--- config.mk ---
export PLATFORM = sky130hd
export DESIGN_NAME = vga_timing_gen
export DESIGN_NICKNAME = d
export VERILOG_FILES = /design/src/rtl/vga_timing_gen.sv
export SDC_FILE = /design/constraint.sdc
export NUM_CORES = 1
export LEC_CHECK = 0
export CORE_UTILIZATION = 60
export CTS_BUF_LIST = sky130_fd_sc_hd__clkbuf_2 sky130_fd_sc_hd__clkbuf_4 sky130_fd_sc_hd__clkbuf_8
export CTS_CLUSTER_SIZE = 25
export DETAILED_ROUTE_END_ITERATION = 16
export PLACE_DENSITY = 0.83
export SYNTH_ARGS = -nofsm -noshare
export SYNTH_HDL_FRONTEND = slang
export SYNTH_SLANG_ARGS = --single-unit
export TNS_END_PERCENT = 20
--- constraint.sdc ---
create_clock -name clk -period 5.06 [get_ports clk]
set_input_delay 0.506 -clock clk [delete_from_list [all_inputs] [get_ports clk]]
set_output_delay 0.506 -clock clk [all_outputs]
set_load 0.005 [all_outputs]
--- src/rtl/vga_timing_gen.sv ---
// vga_timing_gen -- VGA raster timing generator.
//
// Walks a pixel position (h, v) across an H_TOTAL x V_TOTAL raster, one
// step per clk edge with pix_en=1, and produces sync, blanking and strobe
// signals for that position. Horizontal and vertical phases
// (ACTIVE/FRONT/SYNC/BACK) are tracked by small FSMs. Every output is
// registered on the same edge that moves the position, so all outputs
// describe the same pixel with no skew between them.
//
// Ports:
//   clk          in   system clock (only clock)
//   rst          in   synchronous active-high reset, priority over pix_en
//   pix_en       in   pixel-rate tick; position advances only when 1
//   hsync        out  horizontal sync, active-low
//   vsync        out  vertical sync, active-low
//   display_en   out  1 while the presented position is visible
//   pixel_x      out  [9:0] horizontal position (raw count)
//   pixel_y      out  [9:0] vertical position (raw count)
//   line_start   out  one-clk strobe when h becomes 0
//   frame_start  out  one-clk strobe when (h,v) becomes (0,0)
//   frame_count  out  [7:0] frames started since reset, modulo 256
//                     (present only when VGA_FRAME_COUNT_EN is defined)
//
// Optional feature macro: VGA_FRAME_COUNT_EN

module vga_timing_gen #(
    parameter int H_ACTIVE = 640,
    parameter int H_FP     = 16,
    parameter int H_SYNC   = 96,
    parameter int H_BP     = 48,
    parameter int V_ACTIVE = 480,
    parameter int V_FP     = 10,
    parameter int V_SYNC   = 2,
    parameter int V_BP     = 33
) (
    input  logic       clk,
    input  logic       rst,
    input  logic       pix_en,
    output logic       hsync,
    output logic       vsync,
    output logic       display_en,
    output logic [9:0] pixel_x,
    output logic [9:0] pixel_y,
    output logic       line_start,
    output logic       frame_start
`ifdef VGA_FRAME_COUNT_EN
    ,
    output logic [7:0] frame_count
`endif
);

    localparam int H_TOTAL = H_ACTIVE + H_FP + H_SYNC + H_BP;
    localparam int V_TOTAL = V_ACTIVE + V_FP + V_SYNC + V_BP;

    localparam logic [9:0] H_LAST        = 10'(H_TOTAL - 1);
    localparam logic [9:0] H_FRONT_START = 10'(H_ACTIVE);
    localparam logic [9:0] H_SYNC_START  = 10'(H_ACTIVE + H_FP);
    localparam logic [9:0] H_BACK_START  = 10'(H_ACTIVE + H_FP + H_SYNC);
    localparam logic [9:0] V_LAST        = 10'(V_TOTAL - 1);
    localparam logic [9:0] V_FRONT_START = 10'(V_ACTIVE);
    localparam logic [9:0] V_SYNC_START  = 10'(V_ACTIVE + V_FP);
    localparam logic [9:0] V_BACK_START  = 10'(V_ACTIVE + V_FP + V_SYNC);

    typedef enum logic [1:0] {
        PH_ACTIVE,
        PH_FRONT,
        PH_SYNC,
        PH_BACK
    } phase_t;

    phase_t     h_phase, v_phase;
    phase_t     h_phase_nxt, v_phase_nxt;
    logic [9:0] h, v;
    logic [9:0] h_nxt, v_nxt;
    logic       h_wrap, v_wrap;

    // Next position and next phases. Phases are looked ahead from the next
    // position so the registered outputs match the position being loaded.
    always_comb begin
        h_wrap = (h == H_LAST);
        v_wrap = (v == V_LAST);
        h_nxt  = h_wrap ? 10'd0 : h + 10'd1;
        v_nxt  = v;
        if (h_wrap) begin
            v_nxt = v_wrap ? 10'd0 : v + 10'd1;
        end

        h_phase_nxt = h_phase;
        case (h_phase)
            PH_ACTIVE: if (h_nxt == H_FRONT_START) h_phase_nxt = PH_FRONT;
            PH_FRONT:  if (h_nxt == H_SYNC_START)  h_phase_nxt = PH_SYNC;
            PH_SYNC:   if (h_nxt == H_BACK_START)  h_phase_nxt = PH_BACK;
            PH_BACK:   if (h_wrap)                 h_phase_nxt = PH_ACTIVE;
            default:                               h_phase_nxt = PH_BACK;
        endcase

        // The vertical FSM only moves on the edge that wraps h.
        v_phase_nxt = v_phase;
        if (h_wrap) begin
            case (v_phase)
                PH_ACTIVE: if (v_nxt == V_FRONT_START) v_phase_nxt = PH_FRONT;
                PH_FRONT:  if (v_nxt == V_SYNC_START)  v_phase_nxt = PH_SYNC;
                PH_SYNC:   if (v_nxt == V_BACK_START)  v_phase_nxt = PH_BACK;
                PH_BACK:   if (v_wrap)                 v_phase_nxt = PH_ACTIVE;
                default:                               v_phase_nxt = PH_BACK;
            endcase
        end
    end

    // Reset parks the position on the last pixel of the frame in BACK/BACK,
    // so the first pix_en edge afterwards lands on (0,0) with both strobes.
    always_ff @(posedge clk) begin
        if (rst) begin
            h           <= H_LAST;
            v           <= V_LAST;
            h_phase     <= PH_BACK;
            v_phase     <= PH_BACK;
            hsync       <= 1'b1;
            vsync       <= 1'b1;
            display_en  <= 1'b0;
            pixel_x     <= 10'd0;
            pixel_y     <= 10'd0;
            line_start  <= 1'b0;
            frame_start <= 1'b0;
        end else if (pix_en) begin
            h           <= h_nxt;
            v           <= v_nxt;
            h_phase     <= h_phase_nxt;
            v_phase     <= v_phase_nxt;
            hsync       <= (h_phase_nxt != PH_SYNC);
            vsync       <= (v_phase_nxt != PH_SYNC);
            display_en  <= (h_phase_nxt == PH_ACTIVE) && (v_phase_nxt == PH_ACTIVE);
            pixel_x     <= h_nxt;
            pixel_y     <= v_nxt;
            line_start  <= h_wrap;
            frame_start <= h_wrap && v_wrap;
        end else begin
            // Strobes are single-clk even when pix_en is slower than clk.
            line_start  <= 1'b0;
            frame_start <= 1'b0;
        end
    end

`ifdef VGA_FRAME_COUNT_EN
    // Counts on the same edge that raises frame_start.
    always_ff @(posedge clk) begin
        if (rst) begin
            frame_count <= 8'd0;
        end else if (pix_en && h_wrap && v_wrap) begin
            frame_count <= frame_count + 8'd1;
        end
    end
`endif

endmodule

==> results by stage, run 1 <==
Synth:
- Ranked by total cell area, the synthesized netlist is headed by dfxtp_1, a21oi_1, nand2_1.
- Synthesis produced 300 cells.
- The share of synthesized area in the top cell type comes to 32.9%.
- In this run, distinct cell masters in the synthesized netlist total 54.
- Counting flops with a built-in enable in the synthesized netlist gives 0.
- The number of nets in the synthesized netlist is 307.
- The most common flop cell mapped by yosys is dfxtp_1.
- Each instance of the synthesized netlist takes up on average 7.92 sq um.
- The cell taking the most area after synthesis is dfxtp_1.
- For this run, the number of Yosys warnings is 0.
- After synthesis the netlist holds a flip-flop and latch count of 39.
- After synthesis, flip-flops and latches occupy 32.9% of the total area.
- Summing every instance area after synthesis gives 2370 sq um.
- Counting flops with an async set or reset pin after synthesis yields a share of 0%.

Worst setup path:
- Together, buffers and inverters on the worst path number 0.
- The startpoint of the most critical register-to-register path is h[0].
- The element type at the critical path end is a flip-flop.
- Among cell families on the critical path, the largest total delay comes from compound AO/OA/AOI/OAI gates.
- The critical path crosses 8 cells after its start point.
- Data on the critical path is required at its endpoint by 5230 ps.
- The flop-to-flop setup slack is 1940 ps.
- Walking the worst path, the cells encountered are ha_1 -> and2_1 -> and3_1 -> o21ai_1 -> a2111oi_4 -> nand3b_1 -> o21ai_1 -> a31oi_1.
- The launch point of the worst path is h[0].
- The worst setup path is of the reg -> reg kind.
- The number of cells on the worst reg-to-reg path is 8.
- In this run the worst path has a maximum fanout of 13.
- The largest individual stage delay along the critical path comes from the cell dfxtp_1.
- The most frequent cell on the critical path is o21ai_1.
- The largest single stage delay on the critical path is 490 ps.
- Data arrives at the worst endpoint at 3290 ps.
- The startpoint class of the critical path is a flip-flop.

Timing:
- The final worst-path setup slack is 1940 ps.
- The post-route clock skew is 3.95 ps.
- The transition at the pin with the smallest max-transition slack is 465 ps.
- The final total negative setup slack is 0 ps.
- Setup violations remaining at the end of the flow were counted as 0.
- Setup repair after global routing left no endpoint under its margin.
- The post-route minimum period is 3120 ps.
- The worst slew slack as a fraction of its limit is 68.9%.
- The number of endpoints with negative hold slack in the final report is 0.
- The share of the clock period used by the worst path is 61.7%.
- The upper clock frequency limit is 0.320 GHz.
- The total count of max-transition violations in the final report is 0.

Clock network:
- The TritonCTS clock tree is yes.
- The number of clock sinks is 39.
- Clock tree synthesis selected as its root buffer the cell clkbuf_8.
- The count of cells resized by post-cts repair is 0.
- The number of buffers between clock root and the deepest sink is 2.
- In this run, CTS created clock tree buffers numbering 5.
- The number of setup buffers added after CTS is 0.
- The number of hold-repair buffers added at the cts stage is 0.
- The clock latency on the worst-skew pair is 290 ps.
- Clock-pin slew was measured on the worst setup and hold paths at 70 ps.
- The number of H-tree branching levels is 2.

Power:
- The analysis attributes to cell leakage a power of 0.976 nW.
- The highest ir drop seen on vdd is 191 uV.
- Dividing total power by cell area gives a power density of 300 nW/um^2.

Placement:
- Detailed placement ended at an HPWL of 3.44 mm.
- The number of buffer cells added on primary ports is 27.
- The area after detailed placement is 2560 sq um.
- Routability-driven placement finished with a final weighted congestion of 0.897.
- The worst setup slack after placement is 2010 ps.

Final layout:
- The relative area change from synthesis to final layout is 10.9%.
- The number of nets at the end of the flow is 314.
- The fraction of layout instances using a drive strength above 1 is 5.56%.
- The number of antenna diodes in the final layout is 0.
- Counting the fill cells in the layout gives 320.
- The cell area after layout is 2630 sq um.
- The area occupied by multi-input gates is 1400 sq um.
- Across the whole layout, storage elements account for 781 sq um.
- The core occupancy in the finished layout is 70.8%.

Worst hold path:
- Counting instances, the worst hold path has a depth of 2.
- The worst hold path begins at display_en.
- The tightest min-delay check is of the reg -> reg type.

Die:
- The site row count is 22.
- The starting density of the core is 63.9%.
- The vertical die dimension is 64.9 um.
- The overall die area is 4210 sq um.
- The die span in x is 64.9 um.
- The number of top-level pins is 28.
- The floorplan step defined a core boundary enclosing 3720 sq um.

Status:
- The run finished with clean final reports.

Global routing:
- The first-pass GRT wire length is 8.35 mm.
- Global routing finished with a remaining overflow of 0.
- The number of antenna violations at the first check in global routing came to 0.
- The number of global-route vias before repair is 1783.
- The overall global routing resource usage is 25.4%.
- The largest net degree at the start of global routing is 40.

Routing:
- In the routed layout, each cell is associated on average with a via count of 6.13.
- The met2 wirelength from detailed routing is 2.15 mm.
- After detailed routing, no signal wire sits above met4.
- Summing over every cut layer, the via total after detailed routing is 2170.
- The number of DRC violations after detailed routing is 0.
- The met3 wirelength from detailed routing is 283 um.
- The final wirelength is 5.07 mm.
- The initial DRC count is 144.
- The wire length on met1 is 2.55 mm.
- The count of nets left with antenna violations once routing finished came out at 0.
- The pre-antenna-repair detailed-routing pass consisted of 4 iterations.
- After detailed routing, the average wire length per cell comes to 14.3 um.

Flow run:
- Max-cap violations in this run came to 0.
[layout by cell type, fill, tap and decap left out, drive strengths merged, types with 4 or more instances in the layout]
cell type,n
a211o,4
o21bai,7
and3,8
a211oi,6
o21ai,11
xnor2,6
o211ai,4
a31oi,5
or3,5
nor2,28
nand2,29
dfxtp,39
nand2b,5
xor2,4
nand3,15
nand4,8
a21oi,25
clkdlybuf4s50,27
clkbuf,6
inv,7
and2,5
ha,4
nor3,14
[cell families (layout without fill, tap and decap cells)]
family | count (synthesis) | count (layout) | synth area share, %
buf+inv | 36 | 42 | 8.01
mux | 4 | 4 | 1.74
compound gates | 77 | 77 | 22.8
fa+ha+maj | 4 | 4 | 2.11
xor+xnor | 10 | 10 | 3.69
flops | 39 | 39 | 32.9
simple gates | 130 | 130 | 28.8
[through the flow]
stage | instances | hold WS [ps] | power, W
final | 354 | 466 | 0.000789
after global routing | 354 | 496 | 0.000832
after CTS | 354 | 469 | 0.000792
after detailed placement | 348 | 445 | 0.000595
after global placement | 348 | 454 | 0.000591
after floorplan | 300 | 452 | 0.000536
[worst min-delay path: stages (launching register included)]
cell and delay, ps:
dfxtp_1 340, nand2_1 60, o41ai_2 40
[final timing paths]
path | to
max | vsync
min reg2reg | display_en
min | display_en
max reg2reg | vsync
[state kept, by name, indices dropped and copies added, names as in the netlist]
signal and cells:
v 3, display_en 1, hsync 1, frame_start 1, h_phase 2, line_start 1
h 7, pixel_y 10, pixel_x 10, v_phase 2, vsync 1
[synth_stat cells (2+ instances only)]
cell type / instances
nor2b_1: 2
nor3_1: 14
o21bai_1: 7
dfxtp_1: 39
a31oi_1: 5
nand3b_1: 3
nand3_2: 2
or3_1: 5
nand4_1: 8
nand2_1: 29
nor2_1: 28
a21o_1: 2
buf_4: 11
a211o_1: 4
clkbuf_1: 11
nand2b_1: 5
and3_1: 8
nor3b_1: 2
buf_2: 5
and2_1: 5
xnor2_1: 6
nand3_1: 13
mux2i_1: 3
o21ai_1: 2
ha_1: 4
a21oi_1: 24
inv_1: 7
a211oi_1: 6
o21ai_0: 9
xor2_1: 4
o211ai_1: 4
[area by class of cell]
type,count,area share [%]
tap,48,2.28
inverter,7,0.998
timing repair buffer,29,10.8
sequential,39,29.7
multi-input combinational,225,53.3
clock buffer,6,2.90
[per-layer routing]
metal / vias up / global-route usage, %
met3: 8 / 4.23
met4: 0 / 11.9
met2: 68 / 37.2
li1: 1086 / -
met1: 1008 / 35.7
met5: - / 0
[where the power goes]
part / total [W] / leakage, nW / switching (W) / internal [W]
Clock: 0.000196 / 0.0406 / 0.0000987 / 0.0000971
Combinational: 0.000225 / 0.615 / 0.000126 / 0.0000988
Sequential: 0.000368 / 0.320 / 0.0000352 / 0.000333
Total: 0.000789 / 0.976 / 0.000260 / 0.000529
(Power assumes the default switching activity.)
==> inputs of run 2 (changes only) <==
CORE_UTILIZATION = 58   (was 60)
PLACE_DENSITY = 0.8   (was 0.83)
clock period = 3.25 ns   (was 5.06 ns; I/O delays follow)
==> run 2 against run 1 <==
  * Utilization is 0.058 points lower
  * Clock skew up 1.6 ps
  * Via count is 1.1% lower
  * Largest cell class unchanged
==> results by stage, run 2 (synthesis gave the netlist of run 1 again) <==
Status:
- The run finished with clean final reports.

Die:
- The overall die area is 4350 sq um (+3.3%).
- The number of top-level pins is 28 (unchanged).
- The vertical die dimension is 66.0 um (+1.7%).
- The core footprint is 3800 sq um (+2.2%).
- The die span in x came to 66.0 um (+1.7%).
- The site row count was 22 (unchanged).
- The starting density of the core is 62.5% (-1.4 points).

Timing:
- The upper clock frequency limit was 0.385 GHz (+20%).
- The post-route minimum period is 2600 ps (-524 ps).
- The total count of max-transition violations in the final report came to 0 (unchanged).
- The worst slew slack as a fraction of its limit was 68.0% (-0.87 points).
- The transition at the pin with the smallest max-transition slack is 478 ps (+13.0 ps).
- The share of the clock period used by the worst path is 80.0% (+18 points).
- Setup repair after global routing left no endpoint under its margin.
- The final total negative setup slack is 0 ps (unchanged).
- The final number of setup-violating endpoints is 0 (unchanged).
- The number of endpoints with negative hold slack in the final report is 0 (unchanged).
- The post-route clock skew is 5.54 ps (+1.59 ps).
- The final hold slack is 472 ps (+5.94 ps).

Final layout:
- The number of nets at the end of the flow is 316 (+0.64%).
- The library cells used most frequently in the layout, excluding fill and tap cells, are dfxtp_1, nand2_1, nor2_1.
- The cell area after layout is 2690 sq um (+2.1%).
- The fraction of layout instances using a drive strength above 1 is 6.77% (+1.2 points).
- The core occupancy in the finished layout is 70.8% (about the same).
- The number of diodes added for antenna fixing is 0 (unchanged).
- From synthesis to final layout, the design area changed by 13.2%.
- The largest registers in the layout are pixel_x (10), pixel_y (10), h (7).
- The most common library cell in the layout ignoring fill and taps is dfxtp_1.

Clock network:
- The clock transition at the registers of the reported paths is 80 ps (about the same).
- The count of cells resized by post-cts repair came to 0 (unchanged).
- The number of H-tree branching levels is 2 (unchanged).
- The number of hold-repair buffers added at the cts stage was 0 (unchanged).
- The clock latency on the worst-skew pair is 300 ps (about the same).
- The count of buffers added by post-CTS timing repair for setup came to 0 (unchanged).
- The number of buffers between clock root and the deepest sink is 2 (unchanged).
- TritonCTS built the clock tree.
- The buffer type at the clock tree root is clkbuf_8.
- The number of clock sinks is 39 (unchanged).
- The number of buffers added by the clock tree synthesis step is 5 (unchanged).

Worst setup path:
- STA classifies the critical path endpoint as a flip-flop.
- The worst path arrival time is 2810 ps (-480 ps).
- The largest fanout on the critical path is 10 (-3).
- The worst setup path is of the reg -> reg kind.
- The launch point of the worst path is h[0].
- The number of cells on the worst reg-to-reg path was 8 (unchanged).
- The startpoint class of the critical path is a flip-flop.
- The critical path required time is 3460 ps (-1770 ps).
- The startpoint of the most critical register-to-register path is h[0].

Global routing:
- The overall global routing resource usage is 25.9% (+0.50 points).
- The first-pass GRT wire length is 8.69 mm (+4.1%).
- The sum of overflow across all layers after global routing was 0 (unchanged).
- The largest net degree at the start of global routing is 40 (unchanged).
- The number of global-route vias before repair is 1844 (+3.4%).
- The number of antenna violations at the first check in global routing came to 0 (unchanged).

Worst hold path:
- The hold path depth is 2 (unchanged).
- The worst hold path belongs to the class reg -> reg.
- The startpoint identified for the worst hold timing path is display_en.

Routing:
- The initial DRC count is 134 (-6.9%).
- The total iterations of the first detailed-routing run is 4 (unchanged).
- The average vias per placed instance came to 5.99 (-2.2%).
- The final wirelength is 5.08 mm (+0.20%).
- The remaining number of nets flagged by the antenna check after routing was 0 (unchanged).
- The number of DRC violations after detailed routing came to 0 (unchanged).
- The count of vias placed by the detailed router was 2146 (-1.1%).
- The routed length per instance came to 14.2 um (-0.92%).

Flow run:
- The max-cap violation count is 0 (unchanged).

Power:
- The total power divided by cell area is 504 nW/um^2 (+68%).
- The highest ir drop seen on vdd is 343 uV (+79%).
- The static leakage is 1.01 nW (+3.1%).

Placement:
- The number of buffer cells added on primary ports is 27 (unchanged).
- The area after detailed placement is 2570 sq um (+0.59%).
- The last weighted congestion value of the routability-driven placer is 0.870 (-3.1%).
- The sum of net half-perimeters after detailed placement is 3.48 mm (+1.2%).
==> run 2: critical path, stage by stage, from the launching register on <==
cell and delay, ps:
dfxtp_1 500, ha_1 210, and2_1 250, and3_1 330, o21ai_1 150, a2111oi_4 430
nand3b_1 190, a21o_1 200, o41ai_2 250
==> run 2: path summary, 6_finish.rpt <==
kind | end | slack, ps
hold reg to reg | display_en | 470
hold / removal | display_en | 470
setup / recovery | display_en | 650
setup reg to reg | display_en | 650
==> run 2: final cells by class <==
class | count | area [sq um]
Multi-Input combinational cell | 225 | 1400
Fill cell | 321 | 1110
Sequential cell | 39 | 781
Timing Repair Buffer | 31 | 300
Clock buffer | 6 | 82.6
Tap cell | 48 | 60.1
Clock inverter | 2 | 35.0
Inverter | 7 | 26.3
==> run 2: where the power goes <==
group | switching [W] | leakage [nW] | internal [W]
Clock | 0.000179 | 0.0612 | 0.000249
Sequential | 0.0000546 | 0.320 | 0.000518
Combinational | 0.000195 | 0.625 | 0.000159
Total | 0.000429 | 1.01 | 0.000925
==> run 2: through the flow <==
stage          std cells  setup slack (ps)  total power [W]
2_1_floorplan        300               922         0.000835
4_1_cts              358               662          0.00136
6_report             358               650          0.00135
5_1_grt              358               359          0.00143
3_5_place_dp         350               684         0.000931
3_3_place_gp         350               777         0.000927
==> run 2: layer usage <==
metal | GRT usage (%) | up-vias | part of all wire [%]
li1 | - | 1094 | -
met1 | 37.3 | 979 | 51
met2 | 38.6 | 67 | 42
met3 | 5.86 | 6 | 5.9
met4 | 6.38 | 0 | 1.0
met5 | 0 | - | 0
